<file path="config.mk">
export PLATFORM = sky130hd
export DESIGN_NAME = periph_bus_sequencer_flat
export DESIGN_NICKNAME = d
export VERILOG_FILES = /design/src/rtl/periph_bus_sequencer_if.sv /design/src/rtl/periph_bus_sequencer.sv /design/src/flat_wrapper.sv
export SDC_FILE = /design/constraint.sdc
export NUM_CORES = 1
export LEC_CHECK = 0
export ABC_AREA = 1
export BUFFER_PORTS_ARGS = -buffer_cell sky130_fd_sc_hd__buf_2
export CELL_PAD_IN_SITES_DETAIL_PLACEMENT = 1
export CELL_PAD_IN_SITES_GLOBAL_PLACEMENT = 1
export CORE_MARGIN = 8
export CORE_UTILIZATION = 33
export DETAILED_ROUTE_END_ITERATION = 10
export GPL_TIMING_DRIVEN = 1
export PLACE_DENSITY_LB_ADDON = 0.1
export SETUP_SLACK_MARGIN = 0.4
export SYNTH_ARGS = -nofsm -noshare
export SYNTH_HDL_FRONTEND = slang
export SYNTH_SLANG_ARGS = --single-unit
</file>
<file path="constraint.sdc">
create_clock -name clk -period 8.7 [get_ports clk]
set_input_delay 2.61 -clock clk [delete_from_list [all_inputs] [get_ports clk]]
set_output_delay 2.61 -clock clk [all_outputs]
set_load 0.05 [all_outputs]
</file>
<file path="src/rtl/periph_bus_sequencer_if.sv">
// periph_bus_sequencer_if: command/response handshake plus shared peripheral register bus.
// rsp_err exists only when SEQ_INVALID_DETECT_EN is defined.
interface periph_bus_sequencer_if #(
  parameter int NUM_PERIPH = 128
);
  logic                  cmd_valid;
  logic                  cmd_ready;
  logic [6:0]            cmd_periph;
  logic [7:0]            cmd_reg;
  logic                  cmd_rw;
  logic [31:0]           cmd_wdata;
  logic                  rsp_valid;
  logic                  rsp_ready;
  logic [31:0]           rsp_data;
  logic [2:0]            rsp_size;
`ifdef SEQ_INVALID_DETECT_EN
  logic                  rsp_err;
`endif
  logic [7:0]            reg_addr;
  logic                  rw;
  logic [31:0]           bus_wdata;
  logic                  bus_wdata_oe;
  logic [31:0]           bus_rdata;
  logic [2:0]            reg_size;
  logic [NUM_PERIPH-1:0] select;
  modport master (
    input  cmd_valid, cmd_periph, cmd_reg, cmd_rw, cmd_wdata, rsp_ready, bus_rdata, reg_size,
    output cmd_ready, rsp_valid, rsp_data, rsp_size, reg_addr, rw, bus_wdata, bus_wdata_oe, select
`ifdef SEQ_INVALID_DETECT_EN
    , output rsp_err
`endif
  );
  modport slave (
    output cmd_valid, cmd_periph, cmd_reg, cmd_rw, cmd_wdata, rsp_ready, bus_rdata, reg_size,
    input  cmd_ready, rsp_valid, rsp_data, rsp_size, reg_addr, rw, bus_wdata, bus_wdata_oe, select
`ifdef SEQ_INVALID_DETECT_EN
    , input rsp_err
`endif
  );
endinterface

</file>
<file path="src/rtl/periph_bus_sequencer.sv">
// periph_bus_sequencer: sole master of the peripheral register bus; runs setup/strobe/hold per command.
// Optional SEQ_INVALID_DETECT_EN adds rsp_err for out-of-range periph or zero-size reads.
module periph_bus_sequencer #(
  parameter int NUM_PERIPH    = 128,
  parameter int SETUP_CYCLES  = 2,
  parameter int STROBE_CYCLES = 2,
  parameter int HOLD_CYCLES   = 1
) (
  input logic                   clk,
  input logic                   rst,
  periph_bus_sequencer_if.master bus
);
  typedef enum logic [2:0] {IDLE, SETUP, STROBE, HOLD, RESP} state_t;
  state_t                state_q, state_d;
  logic [3:0]            cnt_q, cnt_d;
  logic [6:0]            periph_q, periph_d;
  logic [7:0]            addr_q, addr_d;
  logic [31:0]           wdata_q, wdata_d, data_q, data_d;
  logic [2:0]            size_q, size_d;
  logic                  rw_q, rw_d, oe_q, oe_d;
  logic [NUM_PERIPH-1:0] sel_q, sel_d;
  logic                  in_range, done;
  assign in_range = 32'(periph_q) < NUM_PERIPH;
  assign done     = cnt_q == 4'd0;
  always_comb begin
    state_d  = state_q;
    cnt_d    = done ? cnt_q : cnt_q - 4'd1;
    periph_d = periph_q;
    addr_d   = addr_q;
    wdata_d  = wdata_q;
    rw_d     = rw_q;
    oe_d     = oe_q;
    sel_d    = sel_q;
    data_d   = data_q;
    size_d   = size_q;
    case (state_q)
      IDLE: if (bus.cmd_valid) begin
        state_d  = SETUP;
        cnt_d    = 4'(SETUP_CYCLES - 1);
        periph_d = bus.cmd_periph;
        addr_d   = bus.cmd_reg;
        wdata_d  = bus.cmd_wdata;
        rw_d     = bus.cmd_rw;
        oe_d     = ~bus.cmd_rw;
      end
      SETUP: if (done) begin
        state_d = STROBE;
        cnt_d   = 4'(STROBE_CYCLES - 1);
        sel_d   = in_range ? NUM_PERIPH'(1) << periph_q : '0;
      end
      // read data is taken on the edge that ends the last strobe cycle
      STROBE: if (done) begin
        state_d = HOLD;
        cnt_d   = 4'(HOLD_CYCLES - 1);
        sel_d   = '0;
        data_d  = (rw_q && in_range) ? bus.bus_rdata : '0;
        size_d  = (rw_q && in_range) ? bus.reg_size : '0;
      end
      HOLD: if (done) begin
        state_d = RESP;
        rw_d    = 1'b1;
        oe_d    = 1'b0;
      end
      RESP: if (bus.rsp_ready) state_d = IDLE;
      default: state_d = IDLE;
    endcase
  end
  always_ff @(posedge clk or posedge rst)
    if (rst) begin
      state_q  <= IDLE;
      cnt_q    <= '0;
      periph_q <= '0;
      addr_q   <= '0;
      wdata_q  <= '0;
      rw_q     <= 1'b1;
      oe_q     <= 1'b0;
      sel_q    <= '0;
      data_q   <= '0;
      size_q   <= '0;
    end else begin
      state_q  <= state_d;
      cnt_q    <= cnt_d;
      periph_q <= periph_d;
      addr_q   <= addr_d;
      wdata_q  <= wdata_d;
      rw_q     <= rw_d;
      oe_q     <= oe_d;
      sel_q    <= sel_d;
      data_q   <= data_d;
      size_q   <= size_d;
    end
  assign bus.cmd_ready    = state_q == IDLE && !rst;
  assign bus.rsp_valid    = state_q == RESP;
  assign bus.rsp_data     = data_q;
  assign bus.rsp_size     = size_q;
  assign bus.reg_addr     = addr_q;
  assign bus.rw           = rw_q;
  assign bus.bus_wdata    = wdata_q;
  assign bus.bus_wdata_oe = oe_q;
  assign bus.select       = sel_q;
`ifdef SEQ_INVALID_DETECT_EN
  logic err_q;
  always_ff @(posedge clk or posedge rst)
    if (rst) err_q <= 1'b0;
    else if (state_q == STROBE && done) err_q <= !in_range || (rw_q && bus.reg_size == 3'd0);
  assign bus.rsp_err = err_q;
`endif
endmodule

</file>
<file path="src/flat_wrapper.sv">
// flat-port wrapper written by rule: the top's interface ports become plain ports
module periph_bus_sequencer_flat 
#(
  parameter int NUM_PERIPH    = 128,
  parameter int SETUP_CYCLES  = 2,
  parameter int STROBE_CYCLES = 2,
  parameter int HOLD_CYCLES   = 1
)
  (clk, rst, bus_cmd_valid, bus_cmd_periph, bus_cmd_reg, bus_cmd_rw, bus_cmd_wdata, bus_rsp_ready, bus_bus_rdata, bus_reg_size, bus_cmd_ready, bus_rsp_valid, bus_rsp_data, bus_rsp_size, bus_reg_addr, bus_rw, bus_bus_wdata, bus_bus_wdata_oe, bus_select);
  periph_bus_sequencer_if #(.NUM_PERIPH(NUM_PERIPH)) bus_i ();
  input logic clk;
  input logic rst;
  input wire logic [$bits(bus_i.cmd_valid)-1:0] bus_cmd_valid;
  input wire logic [$bits(bus_i.cmd_periph)-1:0] bus_cmd_periph;
  input wire logic [$bits(bus_i.cmd_reg)-1:0] bus_cmd_reg;
  input wire logic [$bits(bus_i.cmd_rw)-1:0] bus_cmd_rw;
  input wire logic [$bits(bus_i.cmd_wdata)-1:0] bus_cmd_wdata;
  input wire logic [$bits(bus_i.rsp_ready)-1:0] bus_rsp_ready;
  input wire logic [$bits(bus_i.bus_rdata)-1:0] bus_bus_rdata;
  input wire logic [$bits(bus_i.reg_size)-1:0] bus_reg_size;
  output wire logic [$bits(bus_i.cmd_ready)-1:0] bus_cmd_ready;
  output wire logic [$bits(bus_i.rsp_valid)-1:0] bus_rsp_valid;
  output wire logic [$bits(bus_i.rsp_data)-1:0] bus_rsp_data;
  output wire logic [$bits(bus_i.rsp_size)-1:0] bus_rsp_size;
  output wire logic [$bits(bus_i.reg_addr)-1:0] bus_reg_addr;
  output wire logic [$bits(bus_i.rw)-1:0] bus_rw;
  output wire logic [$bits(bus_i.bus_wdata)-1:0] bus_bus_wdata;
  output wire logic [$bits(bus_i.bus_wdata_oe)-1:0] bus_bus_wdata_oe;
  output wire logic [$bits(bus_i.select)-1:0] bus_select;
  assign bus_i.cmd_valid = bus_cmd_valid;
  assign bus_i.cmd_periph = bus_cmd_periph;
  assign bus_i.cmd_reg = bus_cmd_reg;
  assign bus_i.cmd_rw = bus_cmd_rw;
  assign bus_i.cmd_wdata = bus_cmd_wdata;
  assign bus_i.rsp_ready = bus_rsp_ready;
  assign bus_i.bus_rdata = bus_bus_rdata;
  assign bus_i.reg_size = bus_reg_size;
  assign bus_cmd_ready = bus_i.cmd_ready;
  assign bus_rsp_valid = bus_i.rsp_valid;
  assign bus_rsp_data = bus_i.rsp_data;
  assign bus_rsp_size = bus_i.rsp_size;
  assign bus_reg_addr = bus_i.reg_addr;
  assign bus_rw = bus_i.rw;
  assign bus_bus_wdata = bus_i.bus_wdata;
  assign bus_bus_wdata_oe = bus_i.bus_wdata_oe;
  assign bus_select = bus_i.select;
  periph_bus_sequencer #(.NUM_PERIPH(NUM_PERIPH), .SETUP_CYCLES(SETUP_CYCLES), .STROBE_CYCLES(STROBE_CYCLES), .HOLD_CYCLES(HOLD_CYCLES)) u_core (.clk(clk), .rst(rst), .bus(bus_i));
endmodule
</file>
==> impl_metrics.yaml <==
power:
  power-per-cell-area_nw_per_um2: 387.2
  power.total_mw: 4.559
  leakage_nw: 6.849
  vdd_drop_max_mv: 0.1788
drt:
  avgRoutedWirePerCell_um: 17.93
  drc: 0
  via_per_inst: 4.641
  drt-pass1-iter-count: 4
  drtIter0Drc: 479
  wl_um: 31320
  ant_nets: 0
  num_vias: 8107
logic_synthesis:
  synth_edf_count: 0
  synth_area_um2: 9264
  yosys-top-cells-area: "dfrtp_1 59%, nand2_1 23%, nor2_1 2.9%, nand3_1 2.6%, o21ai_0 2.4%"
  ys_top_cells_by_count: "566 x nand2_1, 218 x dfrtp_1, 71 x nor2_1, 49 x nand3_1, 45 x o21ai_0"
  seq_area_frac_synth: 0.5917
  syn_area_per_cell_um2: 8.507
  synth_most_common_cell: "nand2_1"
  synth.top_cell.area_share: 0.5889
  netlist.top_cell.by_area: "dfrtp_1"
  yosys_warnings: 0
  synthFlopType: "dfrtp_1"
  syn_nets: 1179
  yosys_register_bits: 219
  async_flop_share: 1.000
  synth_cells: 1089
  synth.distinct_cells: 28
clock_network:
  numCtsBuffers: 26
  cts.sinks: 219
  cts_setup_buffers: 0
  cts-hold-fix-buffers: 0
  htreeDepth: 1
  clockRootBuffer: "clkbuf_16"
  clk_latency_ps: 530
  clk_pin_slew_ps: 60
  cts_tree: "built"
  cts_resized: 0
  clock_path_buffers: 3
floorplan:
  fp.dieH_um: 183.6
  die_area_um2: 33690
  core_um2: 27710
  num_rows: 61
  start_util: 0.3344
  die_w_um: 183.6
  io_pins: 294
placed_design:
  post-dp-hpwl_um: 21550
  port_buffers: 293
  place_inst: 1700
  gp_congestion: 0.7848
  post-place-ws_ps: 2985
global_routing:
  grt_pass1_wl_um: 49550
  grt_pass1_vias: 8681
  grt_usage: 0.1836
  gr-total-overflow: 0
  antenna_found_initial: 2
  grt_max_degree: 169
worst_setup_path:
  crit_top_cell: "buf_2"
  worstPathCellList: "buf_2 -> nor2_1 -> buf_2"
  path_buf_inv: 2
  cp-start-kind: "input pin"
  crit_type: "input pin to output pin"
  path_depth: 3
  slowest_stage: "buf_2"
  endpoint_kind: "output pin"
  crit_family: "buffers and inverters"
  worst_path_largest_cell_delay_ps: 270
  cp_max_fo: 2
  regToRegSetupSlack_ps: 5640
  worstReg2RegStart: "u_core.cnt_q[0]"
  worstReg2RegEnd: "u_core.bus.select[20]"
  cp.required_ps: 6090
  r2r_cells: 8
  critPathArrivalTime_ps: 3100
timing:
  finalCriticalPeriod_ps: 5709
  tns_ps: 0
  worst_pin_slew_ps: 982.5
  min_period_over_period: 0.6563
  finalHoldViolations: 0
  maxSlewViolCount: 0
  clock_skew_ps: 8.132
  fmax_mhz: 175.1
  finalWorstSetupSlack_ps: 2991
  setup_violations: 0
  maxSlewHeadroom: 0.3450
  rsz0062_at_grt: "no"
final_layout:
  post-route-util: 0.4250
  layout-drive-gt1-share: 0.2637
  fill_cells: 3368
  instances_no_fill: 1747
  area_delta_synth_final_pct: 27.11
  antenna_cells: 0
  layout.nets: 1440
min_path:
  whs_endpoint: "u_core.bus.bus_wdata[16]"
  worstHoldStart: "u_core.bus.bus_wdata[16]"
  hp-class: "flop to flop"
  hold_depth: 2
flow_run:
  drv_cap: 0
run_status:
  outcome: "completed"
==> cell type report <==
class | instances | area (um2) | area share
sequential | 219 | 5482 | 0.4655
clock buffer | 33 | 748.2 | 0.06354
inverter | 19 | 75.07 | 0.006376
clock inverter | 14 | 205.2 | 0.01743
multi-input combinational | 785 | 3268 | 0.2775
tap | 378 | 473.0 | 0.04017
timing repair buffer | 299 | 1524 | 0.1294
==> layout by cell type, fill, tap and decap left out, drive strengths merged, types with 5 or more instances in the layout <==
master  instances
nand2         571
buf           299
dfrtp         218
nor2           77
nand3          49
o21ai          45
clkbuf         33
nand4          24
inv            18
nor3            9
clkinv          8
bufinv          5
==> worst register-to-register path: stages (launching register included) <==
cell	delay [ps]
dfrtp_1	360
inv_1	90
ha_1	230
nand2_2	650
inv_2	160
nand2_4	480
buf_4	770
nand2_1	150
nand2_1	100
==> kinds of logic after synthesis <==
kind of cell,share of synthesized area
XOR/XNOR,0.0009456
flip-flops,0.5917
AND/OR/NAND/NOR,0.3197
adder cells (fa/ha/maj),0.004052
AO/OA/AOI/OAI,0.02701
buffers and inverters,0.05659
==> report_power, final <==
group	total [mW]	leakage, nW	internal [mW]	switching, mW
Sequential	1.48	2.90	1.28	0.202
Clock	1.21	0.473	0.756	0.456
Combinational	1.87	3.48	0.359	1.51
==> routing by layer <==
metal,up-vias,global-route usage,routed length [um]
met5,-,0,21
met1,3924,0.2310,13230
met2,218,0.3049,15030
met3,43,0.05731,2483
li1,3918,-,-
met4,4,0.04196,566
==> worst max-delay path by stage <==
stage          start             to  slack (ps)
3_5_place_dp     rst  bus_cmd_ready        2990
2_1_floorplan    rst  bus_cmd_ready        2830
3_3_place_gp     rst  bus_cmd_ready        2990
5_1_grt          rst  bus_cmd_ready        2970
6_report         rst  bus_cmd_ready        2990
4_1_cts          rst  bus_cmd_ready        2980
==> stage by stage <==
stage / area (um2) / hold WS [ps]
3_5_place_dp: 10820 / 458.6
3_3_place_gp: 10820 / 450.1
5_1_grt: 11780 / 489.1
6_report: 11780 / 471.1
2_1_floorplan: 9268 / 505.3
4_1_cts: 11780 / 474.0
==> registers in the layout, indices dropped and copies added, names as in the netlist <==
register                 cells
u_core.state_q               3
u_core.periph_q              7
u_core.bus.rw                1
u_core.cnt_q                 4
u_core.bus.bus_wdata        32
u_core.bus.reg_addr          8
u_core.bus.bus_wdata_oe      1
u_core.bus.select          128
u_core.bus.rsp_size          3
u_core.bus.rsp_data         32
Power figures use the tool's default switching activity.
